`config.mk`:
```
export PLATFORM = sky130hd
export DESIGN_NAME = cdb_arbiter_flat
export DESIGN_NICKNAME = d
export VERILOG_FILES = /design/src/rtl/cdb_arbiter_if.sv /design/src/rtl/cdb_arbiter.sv /design/src/flat_wrapper.sv
export SDC_FILE = /design/constraint.sdc
export NUM_CORES = 1
export LEC_CHECK = 0
export ABC_AREA = 0
export CAP_MARGIN = 10
export CORE_MARGIN = 4
export CORE_UTILIZATION = 45
export DETAILED_ROUTE_END_ITERATION = 8
export PLACE_DENSITY = 0.78
export SYNTH_ARGS = -nofsm -noshare
export SYNTH_HDL_FRONTEND = slang
export SYNTH_SLANG_ARGS = --single-unit
```
`constraint.sdc`:
```
create_clock -name clk -period 10.3 [get_ports clk]
set_input_delay 2.06 -clock clk [delete_from_list [all_inputs] [get_ports clk]]
set_output_delay 2.06 -clock clk [all_outputs]
set_load 0.01 [all_outputs]
```
`src/rtl/cdb_arbiter_if.sv`:
```
// Handshake and broadcast bundle for the common data bus arbiter.
// Sources push results in; the arbiter broadcasts one result per cycle out.
interface cdb_arbiter_if #(
    parameter int ENTRY_SIZE = 4
);
    logic                  rs_valid;
    logic [ENTRY_SIZE-1:0] rs_entry;
    logic [31:0]           rs_result;
    logic                  rs_ready;

    logic                  lsb_valid;
    logic [ENTRY_SIZE-1:0] lsb_entry;
    logic [31:0]           lsb_result;
    logic                  lsb_ready;

    logic                  cdb_valid;
    logic [ENTRY_SIZE-1:0] cdb_entry;
    logic [31:0]           cdb_result;
    logic                  cdb_src;

    modport master (
        output rs_valid, rs_entry, rs_result,
        output lsb_valid, lsb_entry, lsb_result,
        input  rs_ready, lsb_ready,
        input  cdb_valid, cdb_entry, cdb_result, cdb_src
    );

    modport slave (
        input  rs_valid, rs_entry, rs_result,
        input  lsb_valid, lsb_entry, lsb_result,
        output rs_ready, lsb_ready,
        output cdb_valid, cdb_entry, cdb_result, cdb_src
    );
endinterface

```
`src/rtl/cdb_arbiter.sv`:
```
// Common data bus arbiter: two per-source FIFOs feeding one registered broadcast.
// Define CDB_ARB_ROUND_ROBIN_EN for round-robin; default is fixed LSB priority.
module cdb_arbiter #(
    parameter int ENTRY_SIZE = 4,
    parameter int FIFO_DEPTH = 2
) (
    input  logic           clk,
    input  logic           rst_in,
    input  logic           rdy_in,
    input  logic           roll_back,
    cdb_arbiter_if.slave   bus
);
    localparam int PW = (FIFO_DEPTH > 1) ? $clog2(FIFO_DEPTH) : 1;
    localparam int CW = $clog2(FIFO_DEPTH + 1);
    localparam int DW = ENTRY_SIZE + 32;
    localparam logic [CW-1:0] DEPTH_C = CW'(FIFO_DEPTH);

    logic [DW-1:0] r_rs_mem [FIFO_DEPTH];
    logic [PW-1:0] r_rs_wp;
    logic [PW-1:0] r_rs_rp;
    logic [CW-1:0] r_rs_cnt;

    logic [DW-1:0] r_lsb_mem [FIFO_DEPTH];
    logic [PW-1:0] r_lsb_wp;
    logic [PW-1:0] r_lsb_rp;
    logic [CW-1:0] r_lsb_cnt;

    logic                  r_cdb_valid;
    logic [ENTRY_SIZE-1:0] r_cdb_entry;
    logic [31:0]           r_cdb_result;
    logic                  r_cdb_src;

`ifdef CDB_ARB_ROUND_ROBIN_EN
    logic r_prio_lsb;
`endif

    logic          w_run;
    logic          w_rs_ready;
    logic          w_lsb_ready;
    logic          w_rs_push;
    logic          w_lsb_push;
    logic          w_rs_ne;
    logic          w_lsb_ne;
    logic          w_grant_rs;
    logic          w_grant_lsb;
    logic [DW-1:0] w_rs_head;
    logic [DW-1:0] w_lsb_head;

    assign w_run       = rdy_in & ~roll_back;
    assign w_rs_ready  = w_run & (r_rs_cnt < DEPTH_C);
    assign w_lsb_ready = w_run & (r_lsb_cnt < DEPTH_C);
    assign w_rs_push   = bus.rs_valid & w_rs_ready & rst_in;
    assign w_lsb_push  = bus.lsb_valid & w_lsb_ready & rst_in;
    assign w_rs_ne     = (r_rs_cnt != '0);
    assign w_lsb_ne    = (r_lsb_cnt != '0);
    assign w_rs_head   = r_rs_mem[r_rs_rp];
    assign w_lsb_head  = r_lsb_mem[r_lsb_rp];

    // Choose at most one FIFO head to broadcast this cycle
    always_comb begin
        w_grant_rs  = 1'b0;
        w_grant_lsb = 1'b0;
        if (w_run) begin
            unique case (1'b1)
                (w_rs_ne & w_lsb_ne): begin
`ifdef CDB_ARB_ROUND_ROBIN_EN
                    w_grant_lsb = r_prio_lsb;
                    w_grant_rs  = ~r_prio_lsb;
`else
                    w_grant_lsb = 1'b1;
`endif
                end
                (w_rs_ne & ~w_lsb_ne): w_grant_rs  = 1'b1;
                (~w_rs_ne & w_lsb_ne): w_grant_lsb = 1'b1;
                default: ;
            endcase
        end
    end

    // RS FIFO storage; pushes only happen out of reset with the bus running
    always_ff @(posedge clk) begin
        if (w_rs_push) begin
            r_rs_mem[r_rs_wp] <= {bus.rs_entry, bus.rs_result};
        end
    end

    // RS FIFO pointers and occupancy
    always_ff @(posedge clk) begin
        if (!rst_in) begin
            r_rs_wp  <= '0;
            r_rs_rp  <= '0;
            r_rs_cnt <= '0;
        end else if (rdy_in) begin
            if (roll_back) begin
                r_rs_wp  <= '0;
                r_rs_rp  <= '0;
                r_rs_cnt <= '0;
            end else begin
                if (w_rs_push) begin
                    r_rs_wp <= r_rs_wp + PW'(1);
                end
                if (w_grant_rs) begin
                    r_rs_rp <= r_rs_rp + PW'(1);
                end
                case ({w_rs_push, w_grant_rs})
                    2'b10:   r_rs_cnt <= r_rs_cnt + CW'(1);
                    2'b01:   r_rs_cnt <= r_rs_cnt - CW'(1);
                    default: r_rs_cnt <= r_rs_cnt;
                endcase
            end
        end
    end

    // LSB FIFO storage; pushes only happen out of reset with the bus running
    always_ff @(posedge clk) begin
        if (w_lsb_push) begin
            r_lsb_mem[r_lsb_wp] <= {bus.lsb_entry, bus.lsb_result};
        end
    end

    // LSB FIFO pointers and occupancy
    always_ff @(posedge clk) begin
        if (!rst_in) begin
            r_lsb_wp  <= '0;
            r_lsb_rp  <= '0;
            r_lsb_cnt <= '0;
        end else if (rdy_in) begin
            if (roll_back) begin
                r_lsb_wp  <= '0;
                r_lsb_rp  <= '0;
                r_lsb_cnt <= '0;
            end else begin
                if (w_lsb_push) begin
                    r_lsb_wp <= r_lsb_wp + PW'(1);
                end
                if (w_grant_lsb) begin
                    r_lsb_rp <= r_lsb_rp + PW'(1);
                end
                case ({w_lsb_push, w_grant_lsb})
                    2'b10:   r_lsb_cnt <= r_lsb_cnt + CW'(1);
                    2'b01:   r_lsb_cnt <= r_lsb_cnt - CW'(1);
                    default: r_lsb_cnt <= r_lsb_cnt;
                endcase
            end
        end
    end

`ifdef CDB_ARB_ROUND_ROBIN_EN
    // Flip priority only when both sources competed for the bus
    always_ff @(posedge clk) begin
        if (!rst_in) begin
            r_prio_lsb <= 1'b0;
        end else if (w_grant_rs & w_lsb_ne) begin
            r_prio_lsb <= 1'b1;
        end else if (w_grant_lsb & w_rs_ne) begin
            r_prio_lsb <= 1'b0;
        end
    end
`endif

    // Register the granted head onto the broadcast bus; payload holds when idle
    always_ff @(posedge clk) begin
        if (!rst_in) begin
            r_cdb_valid  <= 1'b0;
            r_cdb_entry  <= '0;
            r_cdb_result <= '0;
            r_cdb_src    <= 1'b0;
        end else if (rdy_in) begin
            if (roll_back) begin
                r_cdb_valid <= 1'b0;
            end else if (w_grant_lsb) begin
                r_cdb_valid  <= 1'b1;
                r_cdb_entry  <= w_lsb_head[DW-1:32];
                r_cdb_result <= w_lsb_head[31:0];
                r_cdb_src    <= 1'b1;
            end else if (w_grant_rs) begin
                r_cdb_valid  <= 1'b1;
                r_cdb_entry  <= w_rs_head[DW-1:32];
                r_cdb_result <= w_rs_head[31:0];
                r_cdb_src    <= 1'b0;
            end else begin
                r_cdb_valid <= 1'b0;
            end
        end
    end

    assign bus.rs_ready   = w_rs_ready;
    assign bus.lsb_ready  = w_lsb_ready;
    assign bus.cdb_valid  = r_cdb_valid;
    assign bus.cdb_entry  = r_cdb_entry;
    assign bus.cdb_result = r_cdb_result;
    assign bus.cdb_src    = r_cdb_src;
endmodule

```
`src/flat_wrapper.sv`:
```
// flat-port wrapper written by rule: the top's interface ports become plain ports
module cdb_arbiter_flat 
#(
    parameter int ENTRY_SIZE = 4,
    parameter int FIFO_DEPTH = 2
)
  (clk, rst_in, rdy_in, roll_back, bus_rs_valid, bus_rs_entry, bus_rs_result, bus_lsb_valid, bus_lsb_entry, bus_lsb_result, bus_rs_ready, bus_lsb_ready, bus_cdb_valid, bus_cdb_entry, bus_cdb_result, bus_cdb_src);
  cdb_arbiter_if #(.ENTRY_SIZE(ENTRY_SIZE)) bus_i ();
  input  logic clk;
  input  logic rst_in;
  input  logic rdy_in;
  input  logic roll_back;
  input wire logic [$bits(bus_i.rs_valid)-1:0] bus_rs_valid;
  input wire logic [$bits(bus_i.rs_entry)-1:0] bus_rs_entry;
  input wire logic [$bits(bus_i.rs_result)-1:0] bus_rs_result;
  input wire logic [$bits(bus_i.lsb_valid)-1:0] bus_lsb_valid;
  input wire logic [$bits(bus_i.lsb_entry)-1:0] bus_lsb_entry;
  input wire logic [$bits(bus_i.lsb_result)-1:0] bus_lsb_result;
  output wire logic [$bits(bus_i.rs_ready)-1:0] bus_rs_ready;
  output wire logic [$bits(bus_i.lsb_ready)-1:0] bus_lsb_ready;
  output wire logic [$bits(bus_i.cdb_valid)-1:0] bus_cdb_valid;
  output wire logic [$bits(bus_i.cdb_entry)-1:0] bus_cdb_entry;
  output wire logic [$bits(bus_i.cdb_result)-1:0] bus_cdb_result;
  output wire logic [$bits(bus_i.cdb_src)-1:0] bus_cdb_src;
  assign bus_i.rs_valid = bus_rs_valid;
  assign bus_i.rs_entry = bus_rs_entry;
  assign bus_i.rs_result = bus_rs_result;
  assign bus_i.lsb_valid = bus_lsb_valid;
  assign bus_i.lsb_entry = bus_lsb_entry;
  assign bus_i.lsb_result = bus_lsb_result;
  assign bus_rs_ready = bus_i.rs_ready;
  assign bus_lsb_ready = bus_i.lsb_ready;
  assign bus_cdb_valid = bus_i.cdb_valid;
  assign bus_cdb_entry = bus_i.cdb_entry;
  assign bus_cdb_result = bus_i.cdb_result;
  assign bus_cdb_src = bus_i.cdb_src;
  cdb_arbiter #(.ENTRY_SIZE(ENTRY_SIZE), .FIFO_DEPTH(FIFO_DEPTH)) u_core (.clk(clk), .rst_in(rst_in), .rdy_in(rdy_in), .roll_back(roll_back), .bus(bus_i));
endmodule
```
==> flow_metrics.env <==
export IMPL_place_gp_congestion=0.743
export IMPL_cp_end_kind="primary output"
export IMPL_antenna_found_initial=0
export IMPL_crit_path_start_kind="primary input"
export IMPL_drt_iter0_drc=253
export IMPL_vias=4159
export IMPL_cts_setup_buffers=0
export IMPL_routedWlPerCell_um=18.8
export IMPL_hold_viol_final=0
export IMPL_tritoncts="yes"
export IMPL_root_buffer="clkbuf_16"
export IMPL_dp_hpwl_um=9020
export IMPL_leakagePower_nw=3.02
export IMPL_postCtsResizedCells=0
export IMPL_coreArea_mm2=0.0158
export IMPL_first_pass_iters=4
export IMPL_layout_common_cells="144 x edfxtp_1, 116 x clkdlybuf4s50_1, 46 x mux2i_1, 46 x dfxtp_1, 38 x nor2b_1"
export IMPL_final_area_mm2=0.00916
export IMPL_cp_max_fo=11
export IMPL_crit_required_ns=8.24
export IMPL_fin_hold_ws_ns=0.502
export IMPL_num_rows=46
export IMPL_clk_latency_ns=0.43
export IMPL_synth_edff_count=144
export IMPL_antenna_left=0
export IMPL_port_buffers=117
export IMPL_period_needed_ns=6.00
export IMPL_yosysWarnings=0
export IMPL_status="completed"
export IMPL_arrival_ns=3.94
export IMPL_ys_top_cells_by_area="edfxtp_1 60%, dfxtp_1 13%, mux2i_1 6.3%, nor2b_1 3.3%, o21a_1 2.7%"
export IMPL_relSlewSlack_pct=19.1
export IMPL_setup_violations_final=0
export IMPL_totalWireLength_um=15000
export IMPL_grt_first_pass_wirelength_um=23400
export IMPL_synth_area_per_cell_um2=15.8
export IMPL_grt_setup_unrepaired="no"
export IMPL_setup_tns_ns=0
export IMPL_io_pins=118
export IMPL_place_area_mm2=0.00858
export IMPL_vdd_ir_drop_worst_v=0.000114
export IMPL_async_flop_share_pct=0
export IMPL_dpl_cell_count=763
export IMPL_final_max_slew_viol_count=0
export IMPL_n_antenna_cell=0
export IMPL_synthSimpleGateAreaFrac_pct=6.55
export IMPL_skew_ns=0.00720
export IMPL_yosys_area_top_type="edfxtp_1"
export IMPL_synth_top_family_by_area="compound AO/OA/AOI/OAI gates"
export IMPL_synth_ff_type="edfxtp_1"
export IMPL_crit_type="primary input to primary output"
export IMPL_layout_nets=645
export IMPL_cts_sinks=192
export IMPL_die_area_mm2=0.0182
export IMPL_die_w_um=135
export IMPL_numCtsBuffers=17
export IMPL_syn_inst=459
export IMPL_drv_cap=0
export IMPL_synth_compound_area_share_pct=9.91
export IMPL_fin_crit_sh_pct=58.3
export IMPL_fill_cells=1202
export IMPL_ctsHoldBuffers=0
export IMPL_syn_area_mm2=0.00726
export IMPL_power_density_mw_per_mm2=167
export IMPL_synth_xor_area_share_pct=0
export IMPL_groute_usage_overall_pct=16.9
export IMPL_drive_above_1_share_pct=11.6
export IMPL_path_clk_slew_ns=0.06
export IMPL_ys_types=40
export IMPL_grt_pass1_vias=4560
export IMPL_ys_ff_latch=192
export IMPL_yosysTopAreaCellShare_pct=59.6
export IMPL_synth_mux_area_share_pct=8.51
export IMPL_stdcell_count=796
export IMPL_viasPerCell=5.22
export IMPL_start_util_pct=45.9
export IMPL_syn_to_final_growth_pct=26.1
export IMPL_htree_levels=4
export IMPL_final_common_cell="edfxtp_1"
export IMPL_synthesis_nets=537
export IMPL_synthAdderAreaFrac_pct=0
export IMPL_hold_path_class="flop to flop"
export IMPL_die_y_um=135
export IMPL_cts_buffer_depth=2
export IMPL_tightest_slew_ns=1.21
export IMPL_route_detailed_drc=0
export IMPL_grt_max_degree=55
export IMPL_seq_area_mm2=0.00529
export IMPL_ys_seq_area_share_pct=72.8
export IMPL_gr_total_overflow=0
export IMPL_multi_input_area_mm2=0.00184
export IMPL_max_freq_mhz=167
==> per-stage QoR <==
step | power [mW] | worst slack (ns) | utilization (%)
finish | 1.53 | 4.30 | 57.9
global route | 1.58 | 4.17 | 57.9
CTS | 1.55 | 4.31 | 57.7
detailed placement | 0.934 | 4.34 | 54.2
global placement | 0.931 | 4.39 | 54.2
floorplan | 0.887 | 3.89 | -
==> per-layer routing <==
layer	up-vias	wire length [um]	track usage, %	part of all wire [%]
li1	1984	-	-	-
met1	2029	6400	20.0	43
met2	122	7550	29.0	50
met3	24	693	4.55	4.6
met4	0	324	7.17	2.2
met5	-	0	0	0
==> critical path, stage by stage <==
cell and delay (ns):
clkdlybuf4s50_1 0.60, nand2b_1 0.45, nor2_1 0.25, clkdlybuf4s50_1 0.58
==> report_power, final <==
| part | leakage (nW) | internal, mW | switching (mW) | total, mW |
|---|---|---|---|---|
| clock network | 0.275 | 0.338 | 0.278 | 0.616 |
| registers | 1.69 | 0.841 | 0.00554 | 0.846 |
| logic | 1.05 | 0.0414 | 0.0293 | 0.0707 |
| total | 3.02 | 1.22 | 0.313 | 1.53 |
==> final timing paths <==
check / from / endpoint / slack (ns) / cells past startpoint
setup / recovery: roll_back / bus_lsb_ready / 4.30 / 4
hold / removal: u_core.r_rs_mem[1][31]$_DFFE_PP_ / u_core.bus.cdb_result[31]$_SDFFE_PN0P_ / 0.50 / 2
setup reg to reg: u_core.r_rs_cnt[1]$_SDFFE_PN0P_ / u_core.r_rs_mem[1][27]$_DFFE_PP_ / 8.15 / 2
hold reg to reg: u_core.r_rs_mem[1][31]$_DFFE_PP_ / u_core.bus.cdb_result[31]$_SDFFE_PN0P_ / 0.50 / 2
==> cell type report <==
cell class,instances,area share [%]
multi-input combinational,235,20.1
timing repair buffer,120,13.1
clock buffer,18,4.80
clock inverter,14,1.28
inverter,1,0.0410
tap,216,2.95
sequential,192,57.7
==> cells in the mapped netlist (all sizes together) (2+ instances only) <==
master / n
dfxtp: 48
edfxtp: 144
clkbuf: 14
mux2: 14
nor2: 23
o211a: 4
a211oi: 13
nor2b: 38
o221ai: 13
mux2i: 46
buf: 17
and3: 4
o22ai: 23
o21a: 26
nand2: 2
nor3: 2
o21ai: 4
nand3: 2
o211ai: 2
nand2b: 4
==> state kept, by name (all words and copies together) (netlist names), named ones only <==
| signal | cells |
|---|---|
| u_core.bus.cdb_entry | 4 |
| u_core.bus.cdb_result | 32 |
| u_core.bus.cdb_src | 1 |
| u_core.bus.cdb_valid | 1 |
| u_core.r_lsb_cnt | 2 |
| u_core.r_lsb_mem | 72 |
| u_core.r_lsb_rp | 1 |
| u_core.r_lsb_wp | 1 |
| u_core.r_rs_cnt | 2 |
| u_core.r_rs_mem | 72 |
| u_core.r_rs_rp | 1 |
| u_core.r_rs_wp | 1 |
==> logic make-up after synthesis <==
family / count (synthesis)
flops: 192
compound gates: 91
simple gates: 84
mux: 60
buf+inv: 32
(Power assumes the default switching activity.)
